### config.mk
export PLATFORM = sky130hd
export DESIGN_NAME = aes_prng_scheduler
export DESIGN_NICKNAME = d
export VERILOG_FILES = /design/src/rtl/aes_sched_pkg.sv /design/src/rtl/aes_sched_enc_cnt.sv /design/src/rtl/aes_prng_scheduler.sv
export SDC_FILE = /design/constraint.sdc
export NUM_CORES = 1
export LEC_CHECK = 0
export CORE_ASPECT_RATIO = 1.1
export CORE_MARGIN = 2
export CORE_UTILIZATION = 30
export DETAILED_ROUTE_END_ITERATION = 16
export PLACE_DENSITY = 0.65
export SLEW_MARGIN = 40
export SYNTH_ARGS = -nofsm -noshare
export SYNTH_HDL_FRONTEND = slang
export SYNTH_SLANG_ARGS = --single-unit
### constraint.sdc
create_clock -name clk -period 1.6 [get_ports clk]
set_input_delay 0.32 -clock clk [delete_from_list [all_inputs] [get_ports clk]]
set_output_delay 0.32 -clock clk [all_outputs]
set_load 0.03 [all_outputs]
### src/rtl/aes_sched_pkg.sv
// rtl/aes_sched_pkg.sv - shared types, constants and helpers for the AES/PRNG scheduler
// Purpose : state encoding, seed width, counter-width helper and the auto-reseed build switch.
// Build   : AES_SCHED_AUTORESEED_EN (undefined by default) enables the forced reseed after
//           RESEED_PERIOD encryptions.
package aes_sched_pkg;

  localparam int SEED_W = 80;

`ifdef AES_SCHED_AUTORESEED_EN
  localparam bit AUTORESEED_EN = 1'b1;
`else
  localparam bit AUTORESEED_EN = 1'b0;
`endif

  typedef enum logic [2:0] {
    ST_NOSEED,
    ST_RESEED,
    ST_WAITP,
    ST_IDLE,
    ST_LAUNCH,
    ST_RUN,
    ST_HOLD
  } sched_state_e;

  // Counter must be able to hold the value RESEED_PERIOD itself.
  function automatic int sched_cnt_w(input int period);
    return $clog2(period + 1);
  endfunction

endpackage

### src/rtl/aes_sched_enc_cnt.sv
// rtl/aes_sched_enc_cnt.sv - saturating encryption counter with terminal-count compare
// Purpose : counts encryptions since the last seed; saturates at all-ones.
// Ports   : clk, rst     - clock, synchronous active-high reset
//           clr_i        - clear to zero (wins over inc_i)
//           inc_i        - increment by one unless saturated
//           cnt_o        - current count
//           tc_o         - count equals PERIOD
module aes_sched_enc_cnt
  import aes_sched_pkg::*;
#(
  parameter int PERIOD = 1024,
  parameter int CNT_W  = sched_cnt_w(PERIOD)
) (
  input  logic             clk,
  input  logic             rst,
  input  logic             clr_i,
  input  logic             inc_i,
  output logic [CNT_W-1:0] cnt_o,
  output logic             tc_o
);

  localparam logic [CNT_W-1:0] CNT_MAX = '1;
  localparam logic [CNT_W-1:0] CNT_TC  = CNT_W'(PERIOD);
  localparam logic [CNT_W-1:0] CNT_ONE = CNT_W'(1);

  logic [CNT_W-1:0] cnt_q;
  logic [CNT_W-1:0] cnt_d;

  always_comb begin
    cnt_d = cnt_q;
    if (clr_i) begin
      cnt_d = '0;
    end else if (inc_i && (cnt_q != CNT_MAX)) begin
      cnt_d = cnt_q + CNT_ONE;
    end
  end

  always_ff @(posedge clk) begin
    if (rst) begin
      cnt_q <= '0;
    end else begin
      cnt_q <= cnt_d;
    end
  end

  assign cnt_o = cnt_q;
  assign tc_o  = (cnt_q == CNT_TC);

endmodule

### src/rtl/aes_prng_scheduler.sv
// rtl/aes_prng_scheduler.sv - handshake sequencer between host, masked AES core and PRNG
// Purpose : seeds the PRNG, waits for valid randomness, launches one encryption at a time,
//           keeps PRNG output flowing during it and holds each result until the host takes it.
// Build   : AES_SCHED_AUTORESEED_EN - when defined, a result handed over with
//           enc_count == RESEED_PERIOD sends the scheduler back to NOSEED.
// Ports   : clk, rst                          - clock, synchronous active-high reset
//           in_valid/in_ready                 - host encryption request
//           out_valid/out_ready, ct_capture   - result hand-off and capture strobe
//           seed_in/seed_valid/seed_ready     - fresh seed from host; need_seed when blocked
//           prng_seed, prng_start_reseed,
//           prng_out_ready/valid, prng_busy   - PRNG control
//           aes_valid_in/aes_ready,
//           aes_cipher_valid                  - AES core control
//           enc_count, rnd_err                - status
module aes_prng_scheduler
  import aes_sched_pkg::*;
#(
  parameter int RESEED_PERIOD = 1024,
  parameter int CNT_W         = sched_cnt_w(RESEED_PERIOD)
) (
  input  logic              clk,
  input  logic              rst,
  input  logic              in_valid,
  output logic              in_ready,
  output logic              out_valid,
  input  logic              out_ready,
  output logic              ct_capture,
  input  logic [SEED_W-1:0] seed_in,
  input  logic              seed_valid,
  output logic              seed_ready,
  output logic              need_seed,
  output logic [SEED_W-1:0] prng_seed,
  output logic              prng_start_reseed,
  output logic              prng_out_ready,
  input  logic              prng_out_valid,
  input  logic              prng_busy,
  output logic              aes_valid_in,
  input  logic              aes_ready,
  input  logic              aes_cipher_valid,
  output logic [CNT_W-1:0]  enc_count,
  output logic              rnd_err
);

  sched_state_e state_q, state_d;

  logic              seed_acc;
  logic              cnt_inc;
  logic              cnt_tc;
  logic              in_core;

  logic              need_seed_q, need_seed_d;
  logic              reseed_q, reseed_d;
  logic              aes_valid_q, aes_valid_d;
  logic              prng_rdy_q, prng_rdy_d;
  logic              out_valid_q, out_valid_d;
  logic              ct_capture_q, ct_capture_d;
  logic              rnd_err_q, rnd_err_d;
  logic [SEED_W-1:0] prng_seed_q, prng_seed_d;

  // A seed offered in IDLE pre-empts a request in the same cycle.
  assign seed_acc   = seed_valid && ((state_q == ST_NOSEED) || (state_q == ST_IDLE));
  assign seed_ready = seed_acc;
  assign in_ready   = (state_q == ST_IDLE) && !seed_valid;
  assign cnt_inc    = (state_q == ST_LAUNCH) && aes_ready;
  assign in_core    = (state_q == ST_LAUNCH) || (state_q == ST_RUN);

  aes_sched_enc_cnt #(
    .PERIOD (RESEED_PERIOD),
    .CNT_W  (CNT_W)
  ) u_enc_cnt (
    .clk   (clk),
    .rst   (rst),
    .clr_i (seed_acc),
    .inc_i (cnt_inc),
    .cnt_o (enc_count),
    .tc_o  (cnt_tc)
  );

  always_ff @(posedge clk) begin
    if (rst) begin
      state_q <= ST_NOSEED;
    end else begin
      state_q <= state_d;
    end
  end

  always_comb begin
    state_d = state_q;
    unique case (state_q)
      ST_NOSEED: if (seed_valid) state_d = ST_RESEED;
      ST_RESEED: state_d = ST_WAITP;
      ST_WAITP:  if (!prng_busy && prng_out_valid) state_d = ST_IDLE;
      ST_IDLE: begin
        if (seed_valid) begin
          state_d = ST_RESEED;
        end else if (in_valid) begin
          state_d = ST_LAUNCH;
        end
      end
      ST_LAUNCH: if (aes_ready) state_d = ST_RUN;
      ST_RUN:    if (aes_cipher_valid) state_d = ST_HOLD;
      ST_HOLD: begin
        if (out_ready) begin
          state_d = (AUTORESEED_EN && cnt_tc) ? ST_NOSEED : ST_IDLE;
        end
      end
      default:   state_d = ST_NOSEED;
    endcase
  end

  // Registered outputs are decoded from the next state so they line up with state_q.
  always_comb begin
    need_seed_d  = (state_d == ST_NOSEED);
    reseed_d     = (state_d == ST_RESEED);
    aes_valid_d  = (state_d == ST_LAUNCH);
    prng_rdy_d   = (state_d == ST_LAUNCH) || (state_d == ST_RUN);
    out_valid_d  = (state_d == ST_HOLD);
    ct_capture_d = (state_q == ST_RUN) && aes_cipher_valid;
    rnd_err_d    = rnd_err_q || (in_core && !prng_out_valid);
    prng_seed_d  = seed_acc ? seed_in : prng_seed_q;
  end

  always_ff @(posedge clk) begin
    if (rst) begin
      need_seed_q  <= 1'b1;
      reseed_q     <= 1'b0;
      aes_valid_q  <= 1'b0;
      prng_rdy_q   <= 1'b0;
      out_valid_q  <= 1'b0;
      ct_capture_q <= 1'b0;
      rnd_err_q    <= 1'b0;
      prng_seed_q  <= '0;
    end else begin
      need_seed_q  <= need_seed_d;
      reseed_q     <= reseed_d;
      aes_valid_q  <= aes_valid_d;
      prng_rdy_q   <= prng_rdy_d;
      out_valid_q  <= out_valid_d;
      ct_capture_q <= ct_capture_d;
      rnd_err_q    <= rnd_err_d;
      prng_seed_q  <= prng_seed_d;
    end
  end

  assign need_seed         = need_seed_q;
  assign prng_start_reseed = reseed_q;
  assign aes_valid_in      = aes_valid_q;
  assign prng_out_ready    = prng_rdy_q;
  assign out_valid         = out_valid_q;
  assign ct_capture        = ct_capture_q;
  assign rnd_err           = rnd_err_q;
  assign prng_seed         = prng_seed_q;

endmodule

==> impl_summary.md <==
Run status
The run finished, with violations left. The checks that failed: setup timing.

Worst setup path
The capturing element type of the critical path is a flop. The worst setup path is of the reg -> reg kind. The slowest stage of the critical path is the sky130_fd_sc_hd__or4_4 cell. In this run the critical register-to-register path is launched from state_q[0]$_SDFF_PP0_.

The capturing point of the worst reg2reg path is u_enc_cnt.cnt_o[5]$_SDFFE_PP0P_. The peak per-stage delay on the critical path is 0.50 ns. In this run the worst setup path begins at state_q[0]$_SDFF_PP0_. The data required time of the critical path is around 1.9 ns. The signal on the critical path passes through nand4bb_4 -> or4_4 -> or3_4 -> a21oi_2.

The destination of the critical timing path is u_enc_cnt.cnt_o[5]$_SDFFE_PP0P_. The type of element launching the critical path is a flop. Of all nets on the critical path, the largest fanout is 4.

Across all register-to-register paths, the minimum setup slack is -0.06 ns. The arrival time at the worst endpoint is 1.93 ns. Measured in cells, the most critical reg-to-reg path has a length of 4.

Power and ir drop
The clock network accounts for 33.7% of the total power. The internal power is 0.004623 W. Of the total power, combinational logic draws roughly a quarter. In this run the power spent charging and discharging nets is about 0.0019 W. The relative contribution of sequential cells to total power is between 40% and 50%.

The worst-case vdd ir drop is roughly 570 uV. The power density of the placed cells is 1028 nW/um2. The leakage power of the design is 2.817 nW. Net switching is 29.19% of the power.

Placement
The placed cell count is 815. The estimated wirelength of the detail-placed design is 8365 um. At the end of routability-driven placement, the weighted congestion stood at 0.8101.

The number of buffers inserted by port buffering is 188.

Yosys
Counting instances in the post-synthesis netlist gives the leading cell types as 171 x sky130_fd_sc_hd__nand2_1, 101 x sky130_fd_sc_hd__dfxtp_1, 91 x sky130_fd_sc_hd__a21oi_1. In the post-synthesis netlist, the biggest area contributors are sky130_fd_sc_hd__dfxtp_1 54%, sky130_fd_sc_hd__nand2_1 17%, sky130_fd_sc_hd__a21oi_1 12%, sky130_fd_sc_hd__clkbuf_1 1.9%, sky130_fd_sc_hd__buf_2 1.3%. The share of the Yosys chip area taken by registers is 53.69%. The cell type with the highest aggregate area in the netlist is sky130_fd_sc_hd__dfxtp_1. The most used flip-flop cell after synthesis is sky130_fd_sc_hd__dfxtp_1.

Counting flops and latches in the post-synthesis netlist gives 101. The average cell area after synthesis is between 8 and 9 um2. The cell count after synthesis came out at 468. The synthesized area is 3766 um2.

The Yosys step of the flow raised 0 warnings. The number of nets produced by synthesis is around 560. The number of library cell types mapped by synthesis is 42.

The number of enable flip-flop cells after synthesis is 0. The share of flip-flops with an asynchronous set or reset after synthesis is 0%. The share of synthesized area in the top cell type comes to a little over half. In the post-synthesis netlist, the cell with the most instances is sky130_fd_sc_hd__nand2_1.

Detailed routing
The aggregate routed wire length is between 10000 and 15000 um. Dividing the detail-routed wire length by the instance count gives roughly 14 um. The initial detailed-routing violation count is 202. The number of vias after detailed routing is 3933. In the routed design, unresolved DRC markers number 0. The routed via count divided by cell count is ~4.7.

The count of nets left with antenna violations once routing finished came out at 0. The count of TritonRoute iterations in the first routing pass is 4.

Timing
The fmax is ~0.6 GHz. The final-report setup violation count is 1. The final-layout setup total negative slack is -0.06092 ns. The final worst clock skew is 0.006632 ns. The minimum period implied by the final worst setup slack is roughly 1.7 ns.

The post-layout worst setup margin is -0.06092 ns. Setup repair after global routing could not meet its margin everywhere. The final critical-path share of the clock period is 103.8%. The final-report hold violation count came to 0. At the pin with the least slew margin, the transition time is just over 0.5 ns.

The count of final max-slew check failures is 0. The worst hold slack across all endpoints is 0.3284 ns. The worst max-slew margin expressed relative to the limit is 65.51%.

Floorplan
The die outline area is 13470 um2. The horizontal extent of the die is 110.8 um. The initial standard-cell utilization of the core is 31.02%. The floorplan step set the die height to between 100 and 150 um. The floorplan has 42 rows.

The number of primary I/O pins is 189. The floorplan core area is 12140 um2.

GRT
Global routing finished with a remaining overflow of 0. The total global-route track usage is 17.20%. The first global-routing pass estimated 18940 um of wire. The initial antenna violation count came to 0.

The number of global-route vias before repair is 3800. Entering global routing, the biggest net connects 50 pins.

Clocking
The TritonCTS buffer count is 9. Counting along the longest clock path gives a buffer depth of 2. After clock tree synthesis, the clock-pin slew on the worst setup and hold paths is 0.07 ns. The root cell of the clock tree is sky130_fd_sc_hd__clkbuf_16.

TritonCTS built the clock tree. The total number of clock tree sinks is 101. The H-tree was split into 3 levels. The latest clock arrival within the worst-skew pair is 0.34 ns.

Worst hold path
The worst hold path belongs to the class in -> reg.

Finish
Once layout is complete, the cells apart from fillers number 838. The area growth from synthesis to layout is 68.64%. The number of fillers in the final layout is between 1000 and 1500. The fraction of final layout cells sized beyond drive strength 1 is 13.30%. The total inserted antenna cells is 0. The final-stage net count is 770.

Flow run
The number of max-cap violations is 0.
-- critical path, delay by kind of cell, from the launching register on --
kind             cells  cell delay [ns]
flip-flops           1             0.38
AO/OA/AOI/OAI        1             0.14
AND/OR/NAND/NOR      3             1.09
-- cells in the final DEF, fill, tap and decap left out, types with 7 or more instances in the layout --
| master | n |
|---|---|
| sky130_fd_sc_hd__dfxtp_2 | 8 |
| sky130_fd_sc_hd__a21oi_1 | 89 |
| sky130_fd_sc_hd__clkdlybuf4s50_1 | 85 |
| sky130_fd_sc_hd__buf_4 | 34 |
| sky130_fd_sc_hd__nor2_1 | 7 |
| sky130_fd_sc_hd__clkbuf_16 | 9 |
| sky130_fd_sc_hd__nand2_1 | 170 |
| sky130_fd_sc_hd__dlygate4sd2_1 | 100 |
| sky130_fd_sc_hd__o21ai_0 | 8 |
| sky130_fd_sc_hd__dfxtp_1 | 89 |
| sky130_fd_sc_hd__buf_6 | 7 |
-- kinds of logic after synthesis --
family / Yosys count / share of synthesized area (%)
DFF: 101 / 53.69
AOI/OAI and AO/OA: 109 / 15.22
muxes: 2 / 0.5316
xor gates and xnor gates: 2 / 0.4652
adders and majority gates: 1 / 0.3322
buffers and inverters: 36 / 4.020
and+or+nand+nor: 217 / 25.75
-- state kept, by name (all words and copies together) (netlist names) --
name,count
out_valid,1
rnd_err,1
aes_valid_in,1
u_enc_cnt.cnt_o,11
prng_out_ready,1
state_q,3
ct_capture,1
prng_start_reseed,1
prng_seed,80
need_seed,1
-- area by class of cell --
cell class,instances,area (um2),area share (%)
clock buffers,11,252.7,3.980
repair buffers,231,2131,33.55
well taps,154,192.7,3.034
inverters,6,27.53,0.4334
multi-input cells,331,1653,26.02
flip-flops and latches,101,2047,32.23
clock inverters,4,47.55,0.7486
-- metrics by stage --
step / power (W) / util [%] / cell area (um2) / worst slack (ns)
floorplan: 0.003669 / - / 3789 / 0.003322
global placement: 0.004448 / 49.65 / 6027 / -0.4003
detailed placement: 0.004469 / 49.65 / 6027 / -0.4331
CTS: 0.006567 / 51.69 / 6275 / -0.07727
global route: 0.006823 / 52.32 / 6351 / -0.1204
finish: 0.006529 / 52.32 / 6351 / -0.06092
-- timing repair --
item	in CTS	in global routing
setup endpoints to repair	103	11
buffers inserted	3	5
pin swaps	4	8
resized for setup	116	10
hold buffers	0	0
gates cloned	0	1
-- per-layer routing --
| metal | part of all wire [%] | vias up | GRT usage (%) |
|---|---|---|---|
| li1 | - | 1971 | - |
| met1 | 43 | 1803 | 20.75 |
| met2 | 49 | 135 | 29.72 |
| met3 | 5.7 | 24 | 3.546 |
| met4 | 2.6 | 0 | 7.734 |
| met5 | 0 | - | 0 |
-- how the worst min path moves through the flow --
stage / slack [ns] / endpoint / startpoint / depth (start not counted)
global route: 0.35 / prng_seed[16]$_SDFFE_PP0P_ / rst / 2
CTS: 0.33 / prng_seed[15]$_SDFFE_PP0P_ / rst / 2
finish: 0.33 / prng_seed[15]$_SDFFE_PP0P_ / rst / 2
detailed placement: 0.45 / prng_seed[8]$_SDFFE_PP0P_ / prng_seed[8]$_SDFFE_PP0P_ / 2
global placement: 0.44 / prng_seed[21]$_SDFFE_PP0P_ / prng_seed[21]$_SDFFE_PP0P_ / 2
floorplan: 0.42 / state_q[2]$_SDFF_PP0_ / rst / 1
-- power by group through the flow --
stage / clock network [W] / registers [W] / logic [W]
after floorplan: 0 / 0.00320 / 0.000467
after global placement: 0 / 0.00284 / 0.00160
after detailed placement: 0 / 0.00285 / 0.00162
after CTS: 0.00225 / 0.00279 / 0.00152
after global routing: 0.00236 / 0.00282 / 0.00165
final: 0.00220 / 0.00279 / 0.00154
No activity file was read; power rests on OpenSTA's default activity.
